## src/rtl/dmem_responder.sv

```systemverilog
// Shared data-memory responder: round-robin arbitration of NCORES initiators
// onto one single-port RAM, with a one-cycle per-core completion pulse.
module dmem_responder #(
  parameter int unsigned NCORES = 4,
  parameter int unsigned AW     = 16,
  parameter int unsigned DW     = 16,
  parameter int unsigned RD_LAT = 1
) (
  input  logic                   clk,
  input  logic                   rst,
  input  logic [NCORES-1:0]      core_req,
  input  logic [NCORES-1:0]      core_we,
  input  logic [NCORES*AW-1:0]   core_addr,
  input  logic [NCORES*DW-1:0]   core_wdata,
  output logic [NCORES-1:0]      core_ack,
  output logic [DW-1:0]          core_rdata,
  output logic                   busy,
  output logic [AW-1:0]          mem_addr,
  output logic [DW-1:0]          mem_wdata,
  output logic                   mem_wren,
  input  logic [DW-1:0]          mem_q
);

  localparam int unsigned GW = (NCORES > 1) ? $clog2(NCORES) : 1;
  localparam int unsigned CW = 2;
  localparam logic [GW-1:0] LAST_RST = GW'(NCORES - 1);
  localparam logic [CW-1:0] RD_LAT_C = CW'(RD_LAT);

  typedef enum logic [1:0] {
    ST_IDLE  = 2'd0,
    ST_ISSUE = 2'd1,
    ST_WAIT  = 2'd2,
    ST_ACK   = 2'd3
  } state_e;

  state_e              state_q;
  logic [GW-1:0]       grant_q;
  logic [GW-1:0]       last_grant_q;
  logic                we_q;
  logic [CW-1:0]       cnt_q;
  logic [NCORES-1:0]   core_ack_q;
  logic [DW-1:0]       core_rdata_q;
  logic                busy_q;
  logic [AW-1:0]       mem_addr_q;
  logic [DW-1:0]       mem_wdata_q;
  logic                mem_wren_q;

  logic                arb_valid_c;
  logic [GW-1:0]       arb_idx_c;
  logic [AW-1:0]       sel_addr_c;
  logic [DW-1:0]       sel_wdata_c;
  logic                sel_we_c;
  logic [NCORES-1:0]   grant_oh_c;

  // Core index 'off' positions after 'base', wrapping modulo NCORES.
  function automatic logic [GW-1:0] rr_idx(input logic [GW-1:0] base,
                                           input int unsigned   off);
    return GW'((32'(base) + off) % NCORES);
  endfunction

  // Round-robin search: nearest requester after last_grant wins, so the
  // loop scans from the farthest slot inward and lets nearer hits override.
  always_comb begin
    arb_valid_c = 1'b0;
    arb_idx_c   = '0;
    for (int k = NCORES; k >= 1; k--) begin
      if (core_req[rr_idx(last_grant_q, k)]) begin
        arb_valid_c = 1'b1;
        arb_idx_c   = rr_idx(last_grant_q, k);
      end
    end
  end

  // Select the winning core's request fields.
  always_comb begin
    sel_addr_c  = core_addr[32'(arb_idx_c) * AW +: AW];
    sel_wdata_c = core_wdata[32'(arb_idx_c) * DW +: DW];
    sel_we_c    = core_we[arb_idx_c];
  end

  assign grant_oh_c = NCORES'(1) << grant_q;

  // Transaction FSM; every output is a register updated on state transitions.
  always_ff @(posedge clk or negedge rst) begin
    if (!rst) begin
      state_q      <= ST_IDLE;
      grant_q      <= '0;
      last_grant_q <= LAST_RST;
      we_q         <= 1'b0;
      cnt_q        <= '0;
      core_ack_q   <= '0;
      core_rdata_q <= '0;
      busy_q       <= 1'b0;
      mem_addr_q   <= '0;
      mem_wdata_q  <= '0;
      mem_wren_q   <= 1'b0;
    end else begin
      case (state_q)
        ST_IDLE: begin
          if (arb_valid_c) begin
            grant_q     <= arb_idx_c;
            we_q        <= sel_we_c;
            mem_addr_q  <= sel_addr_c;
            mem_wdata_q <= sel_wdata_c;
            mem_wren_q  <= sel_we_c;
            busy_q      <= 1'b1;
            state_q     <= ST_ISSUE;
          end
        end
        ST_ISSUE: begin
          mem_wren_q <= 1'b0;
          if (we_q) begin
            core_ack_q <= grant_oh_c;
            state_q    <= ST_ACK;
          end else begin
            cnt_q   <= RD_LAT_C;
            state_q <= ST_WAIT;
          end
        end
        ST_WAIT: begin
          cnt_q <= cnt_q - CW'(1);
          // Last wait cycle: RAM output is valid now.
          if (cnt_q == CW'(1)) begin
            core_rdata_q <= mem_q;
            core_ack_q   <= grant_oh_c;
            state_q      <= ST_ACK;
          end
        end
        ST_ACK: begin
          core_ack_q   <= '0;
          last_grant_q <= grant_q;
          busy_q       <= 1'b0;
          state_q      <= ST_IDLE;
        end
        default: begin
          state_q <= ST_IDLE;
        end
      endcase
    end
  end

  assign core_ack   = core_ack_q;
  assign core_rdata = core_rdata_q;
  assign busy       = busy_q;
  assign mem_addr   = mem_addr_q;
  assign mem_wdata  = mem_wdata_q;
  assign mem_wren   = mem_wren_q;

endmodule

```

## config.mk

```make
export PLATFORM = sky130hd
export DESIGN_NAME = dmem_responder
export DESIGN_NICKNAME = d
export VERILOG_FILES = /design/src/rtl/dmem_responder.sv
export SDC_FILE = /design/constraint.sdc
export NUM_CORES = 1
export LEC_CHECK = 0
export ABC_AREA = 1
export BUFFER_PORTS_ARGS = -buffer_cell sky130_fd_sc_hd__clkbuf_2
export CORE_AREA = 3 3 112 114
export DETAILED_ROUTE_END_ITERATION = 12
export DIE_AREA = 0 0 115 117
export GPL_ROUTABILITY_DRIVEN = 0
export PLACE_DENSITY = 0.66
export SYNTH_ARGS = -nofsm -noshare
export SYNTH_HDL_FRONTEND = slang
export SYNTH_SLANG_ARGS = --single-unit
export TNS_END_PERCENT = 10
```

## constraint.sdc

```tcl
create_clock -name clk -period 2.3 [get_ports clk]
set_input_delay 0.345 -clock clk [delete_from_list [all_inputs] [get_ports clk]]
set_output_delay 0.345 -clock clk [all_outputs]
set_load 0.02 [all_outputs]
```

### Word-level counts from Yosys, hierarchy flattened

Index checks and enable logic that the tools add are counted.

| word-level totals | value |
|---|---|
| register bits after elaboration | 63 |
| logic and storage cells | 75 |
| output and inout bits | 54 |

| operators by class | value |
|---|---|
| reductions and logical operators | 12 |
| $add $sub $neg | 5 |
| mux-type cells | 31 |
| $lt $le $gt $ge | 5 |
| shift operators | 3 |
| equality and inequality tests | 8 |

Operator list:

| cell | number |
|---|---|
| indexed part select 64 x 7 -> 16 bit | 2 |
| less-than comparator 2 x 3 -> 1 bit (second input constant) | 5 |
| 2-to-1 mux 2 bit | 7 |
| 2-to-1 mux 1 bit | 12 |
| case mux 4 bit (3 select lines) | 1 |
| AND reduction 2 bit | 6 |
| binary-select mux 1 bit (select 2 bit) | 5 |
| 2-to-1 mux 4 bit | 2 |
| != test 2 bit (second input constant) | 4 |
| case mux 2 bit (4 select lines) | 1 |
| nonzero test 2 bit | 3 |
| adder 2 x 1 -> 2 bit (second input constant) | 2 |
| adder 2 bit (second input constant) | 2 |
| == test 2 x 1 -> 1 bit (second input constant) | 2 |
| == test 2 bit (second input constant) | 2 |
| case mux 1 bit (2 select lines) | 2 |
| case mux 2 bit (2 select lines) | 1 |
| left shift 1 x 2 -> 4 bit (first input constant) | 1 |
| AND reduction 3 bit | 1 |
| nonzero test 3 bit | 1 |
| logical NOT 2 bit | 1 |
| subtractor 2 x 1 -> 2 bit (second input constant) | 1 |

### Logic depth before layout (Yosys ltp)

| depth | value |
|---|---|
| word-level depth | 11 |
| gate-level depth with buffers | 16 |
| mapped depth without buffers | 14 |

### Worst setup path after synthesis

OpenSTA, ideal clock, no wires.

| path | value |
|---|---|
| kind | reg-to-reg |
| start point | reg last_grant_q[0] |
| end point | reg mem_addr_q[15] (netlist: mem_addr[15]) |
| setup time | 0.130 ns |
| required time | 2.170 ns |
| path slack | 0.440 ns |
| clock period less this slack | 1.860 ns |
| arrival time | 1.730 ns |
| cell stages (with the launch flop) | 15 |
| cell sequence | dfstp_2 buf_6 inv_6 nand2_1 nand2_1 nand2_2 nand2_2 inv_4 nand2_2 nand3_4 nand2_4 buf_4 or2_0 o211ai_1 nand3_1 |

| on the way | value |
|---|---|
| cells in the longest elaborated chain, start to end | 8 |
| elaborated cells between the ends (all ways) | 22 |

Ends and longest elaborated chain:

| element | line | source |
|---|---|---|
| start: declaration | 38 | `logic [GW-1:0] last_grant_q;` |
| start signal: assignment | 131 | `last_grant_q <= grant_q;` |
| adder 2 x 1 -> 2 bit | 58 | `return GW'((32'(base) + off) % NCORES);` |
| binary-select mux 1 bit (select 2 bit) | 67 | `if (core_req[rr_idx(last_grant_q, k)]) begin` |
| 2-to-1 mux 1 bit (implied by the code) | 67 |  |
| 2-to-1 mux 2 bit / 2-to-1 mux 1 bit (equally long branches) (4 in series) | 67 |  |
| indexed part select 64 x 7 -> 16 bit / AND reduction 2 bit (equally long branches) | - |  |
| end signal: assignment | 103 | `mem_addr_q <= sel_addr_c;` |
| end: declaration | 44 | `logic [AW-1:0] mem_addr_q;` |

Several ways; a longest one is shown, not always the timed one. The select of a mux whose other input is x is not followed.
A chain may end at the register's enable or synchronous reset.

### Worst setup path in the final report

| path | value |
|---|---|
| start point | reg last_grant_q[0] |
| end point | reg mem_wdata_q[7] (netlist: mem_wdata[7]) |

| on the way | value |
|---|---|
| cells in the longest elaborated chain, start to end | 8 |
| elaborated cells between the ends (all ways) | 22 |

Ends and longest elaborated chain:

| element | line | source |
|---|---|---|
| adder 2 x 1 -> 2 bit | 58 |  |
| binary-select mux 1 bit (select 2 bit) | 67 |  |
| 2-to-1 mux 1 bit (implied by the code) | 67 |  |
| 2-to-1 mux 2 bit / 2-to-1 mux 1 bit (equally long branches) (4 in series) | 67 |  |
| indexed part select 64 x 7 -> 16 bit / AND reduction 2 bit (equally long branches) | - |  |
| end signal: assignment | 104 | `mem_wdata_q <= sel_wdata_c;` |
| end: declaration | 45 | `logic [DW-1:0] mem_wdata_q;` |

Several ways; a longest one is shown, not always the timed one. The select of a mux whose other input is x is not followed.

==> summary.md <==
| Metric | Value |
|---|---|
| Pin count of the biggest net entering global routing | `43` |
| Top post-synthesis cells by area | `dfrtp_1, nand2_1, nand3_1` |
| Top-count cell post-synth | `nand2_1` |
| Met2 Use GR | `0.3191` |
| Lkg Pwr | `approximately 0.0033 uW` |
| Crit path launch type | `flop` |
| Worst-margin pin slew | `a little under 500 ps` |
| Synth async-reset ratio | `1.000` |
| Register area | `1579 sq um` |
| Cells on Worst Hold Path | `2` |
| Crit path capture type | `flop` |
| Flops & latches, synth | `63` |
| Register area share after synthesis | `0.3801` |
| Final WL | `12,860 um` |
| Final setup violation count | `0` |
| Pwr dens | `about 1700 nW/um^2` |
| Fin Hold WS | `between 200 and 300 ps` |
| Warnings, synthesis | `0` |
| # port buffers | `207` |
| Die area | `~13,000 sq um` |
| Post-synth top area share | `0.3675` |
| Inserted Diodes | `0` |
| Peak VDD IR | `968.3 uV` |
| Tightest Hold Check Type | `primary input to flop` |
| ANT nets after route | `0` |
| Placed cells | `slightly above 900` |
| Clock skew | `6.647 ps` |
| Tmin final | `2088 ps` |
| Syn Inst Count | `565` |
| Clock Latency Late Sink | `320 ps` |
| Total clock sinks | `63` |
| Global-route wire length before repair | `20,210 um` |
| Fill count | `roughly 1,200` |
| Final Hold Violating Endpoints | `0` |
| Max-slew headroom | `0.6716` |
| Leading area contributor after synthesis | `dfrtp_1` |
| Critical Path AT | `2300 ps` |
| Non-filler instance count after layout | `roughly 930` |
| Grt total ovfl | `0` |
| Max FO, Critical Path | `16` |
| Root Buffer | `clkbuf_16` |
| Total GRT Usage | `0.1870` |
| RSZ-0062 raised after global routing | `false` |
| Share of layout cells above drive strength 1 | `0.3567` |
| TritonRoute pass-1 iters | `4` |
| Count of final max-slew check failures | `0` |
| Core Area | `between 10,000 and 15,000 sq um` |
| Via/cell ratio | `roughly 4.7` |
| Post-DP HPWL | `approximately 9900 um` |
| Final Util | `0.5007` |
| Top Usage Layer GRT | `met2` |
| Post-synthesis net count | `between 700 and 800` |
| Ys flop type | `dfrtp_1` |
| Mapped cell area | `roughly 4200 sq um` |
| Max-cap viol count | `0` |
| GR Util met3 | `0.05553` |
| Nets | `between 900 and 1,000` |
| Grt met1 use | `0.2303` |
| Syn avg cell area | `approximately 7.4 sq um` |
| Worst Reg2Reg Path Length in Cells | `15` |
| Commonest cells post-synth | `nand2_1, inv_1, nand3_1` |
| Vias in the first global route | `around 4,300` |
| Status | `completed` |
| Clk slew on worst S/H paths | `~60 ps` |
| Period Utilization, post-route | `0.9078` |
| Final setup TNS | `0 ps` |
| Area Growth Syn to Fin | `38.80%` |
| Multi-input gate area | `between 2000 and 2500 sq um` |
| Routed WL per cell | `approximately 14 um` |
| CTS buffer count | `9` |
| Initial antenna violation count | `0` |
| Initial detailed-routing violation count | `about 220` |
| DR DRC count | `0` |
| Number of synthesized flops with an enable pin | `0` |
| CP required | `approximately 2500 ps` |
| Peak Freq | `roughly 480 MHz` |
| Row cnt | `39` |
| Initial core utilization | `0.3607` |
| Die Height | `117 um` |
| Placement Setup Slack | `around 130 ps` |
| Maximum clock path buffer count | `2` |
| Final worst slack | `212.2 ps` |
| DR vias | `4,401` |
| CTS tree | `yes` |
| H-tree depth | `3` |
| Num ports | `roughly 210` |
| Crit Path Class | `flop to flop` |
| Die X | `around 120 um` |
| Count of different cell masters after synthesis | `30` |
-- per-layer routing --
metal  routed length [um]  vias up
met1                 5370     1962
met2                 6043      181
li1                     -     2242
met3                 1241       16
met4                  203        0
met5                    0        -
-- metrics by stage --
stage               power [uW]  instance area (sq um)
floorplan                 6527                   4154
global placement          8144                   5364
detailed placement        8195                   5364
CTS                       9624                   5679
global route             10830                   5766
finish                    9809                   5766
-- flip-flops by register name, summed over array words and instances (netlist names) --
register	cells
core_rdata	16
mem_addr	16
mem_wdata	16
core_ack	4
cnt_q	2
grant_q	2
last_grant_q	2
state_q	2
busy	1
mem_wren	1
we_q	1
-- layout make-up --
type | count | area share
Inverter | 83 | 0.05577
Timing Repair Buffer | 235 | 0.2261
Sequential cell | 63 | 0.2739
Multi-Input combinational cell | 388 | 0.3602
Tap cell | 143 | 0.03103
Clock buffer | 9 | 0.03906
Clock inverter | 7 | 0.01389
-- cell usage in the layout, fill, tap and decap left out, drive strengths merged --
| cell | instances |
|---|---|
| nor2 | 7 |
| or2 | 12 |
| a211oi | 1 |
| ha | 6 |
| nand3b | 40 |
| mux2 | 16 |
| buf | 26 |
| dlygate4sd3 | 1 |
| clkinvlp | 2 |
| nand3 | 66 |
| bufinv | 1 |
| dfstp | 2 |
| clkinv | 2 |
| inv | 85 |
| o211ai | 25 |
| nand4 | 5 |
| nand2 | 190 |
| a31oi | 1 |
| a21oi | 4 |
| o21ai | 15 |
| clkbuf | 217 |
| dfrtp | 61 |
-- critical path, stage by stage (launching register included) --
cell and delay (ps):
dfstp_2 580, clkbuf_2 160, nand2_1 60, nand2_1 90, nand2_1 70, nand2_1 100, inv_2 50, nand2_2 80
nand3_4 100, nand2_8 130, buf_4 220, nand2_1 70, nand3_1 100, nand2_1 60, nand2_1 50, nand2_1 40
-- path summary, 6_finish.rpt --
check / start / endpoint / slack, ps
max reg2reg: last_grant_q[0]$_DFFE_PN1P_ / mem_wdata[7]$_DFFE_PN0P_ / 210
max in group asynchronous: rst / last_grant_q[0]$_DFFE_PN1P_ / 1170
min in group asynchronous: rst / mem_wdata[7]$_DFFE_PN0P_ / 520
max: last_grant_q[0]$_DFFE_PN1P_ / mem_wdata[7]$_DFFE_PN0P_ / 210
min reg2reg: mem_addr[7]$_DFFE_PN0P_ / mem_addr[7]$_DFFE_PN0P_ / 480
min: mem_q[7] / core_rdata[7]$_DFFE_PN0P_ / 250
-- timing repair --
item,CTS,global route
gates resized for setup,0,7
hold buffers,1,0
buffers inserted,0,5
endpoints found under the setup margin,0,33
hold endpoints to repair,16,0
-- kinds of logic after synthesis --
| logic type | share of synthesized area |
|---|---|
| adders and majority gates | 0.01807 |
| and+or+nand+nor | 0.3651 |
| AOI/OAI and AO/OA | 0.07139 |
| buffers and inverters | 0.1220 |
| DFF | 0.3801 |
| muxes | 0.04337 |
-- power by group --
part | internal [uW] | total [uW] | switching [uW] | leakage, uW
sequential | 1700 | 2030 | 325 | 0.000762
clock | 850 | 1380 | 534 | 0.000143
combinational | 2440 | 6400 | 3960 | 0.00240
Note: power is estimated with default switching activity, not from simulation.
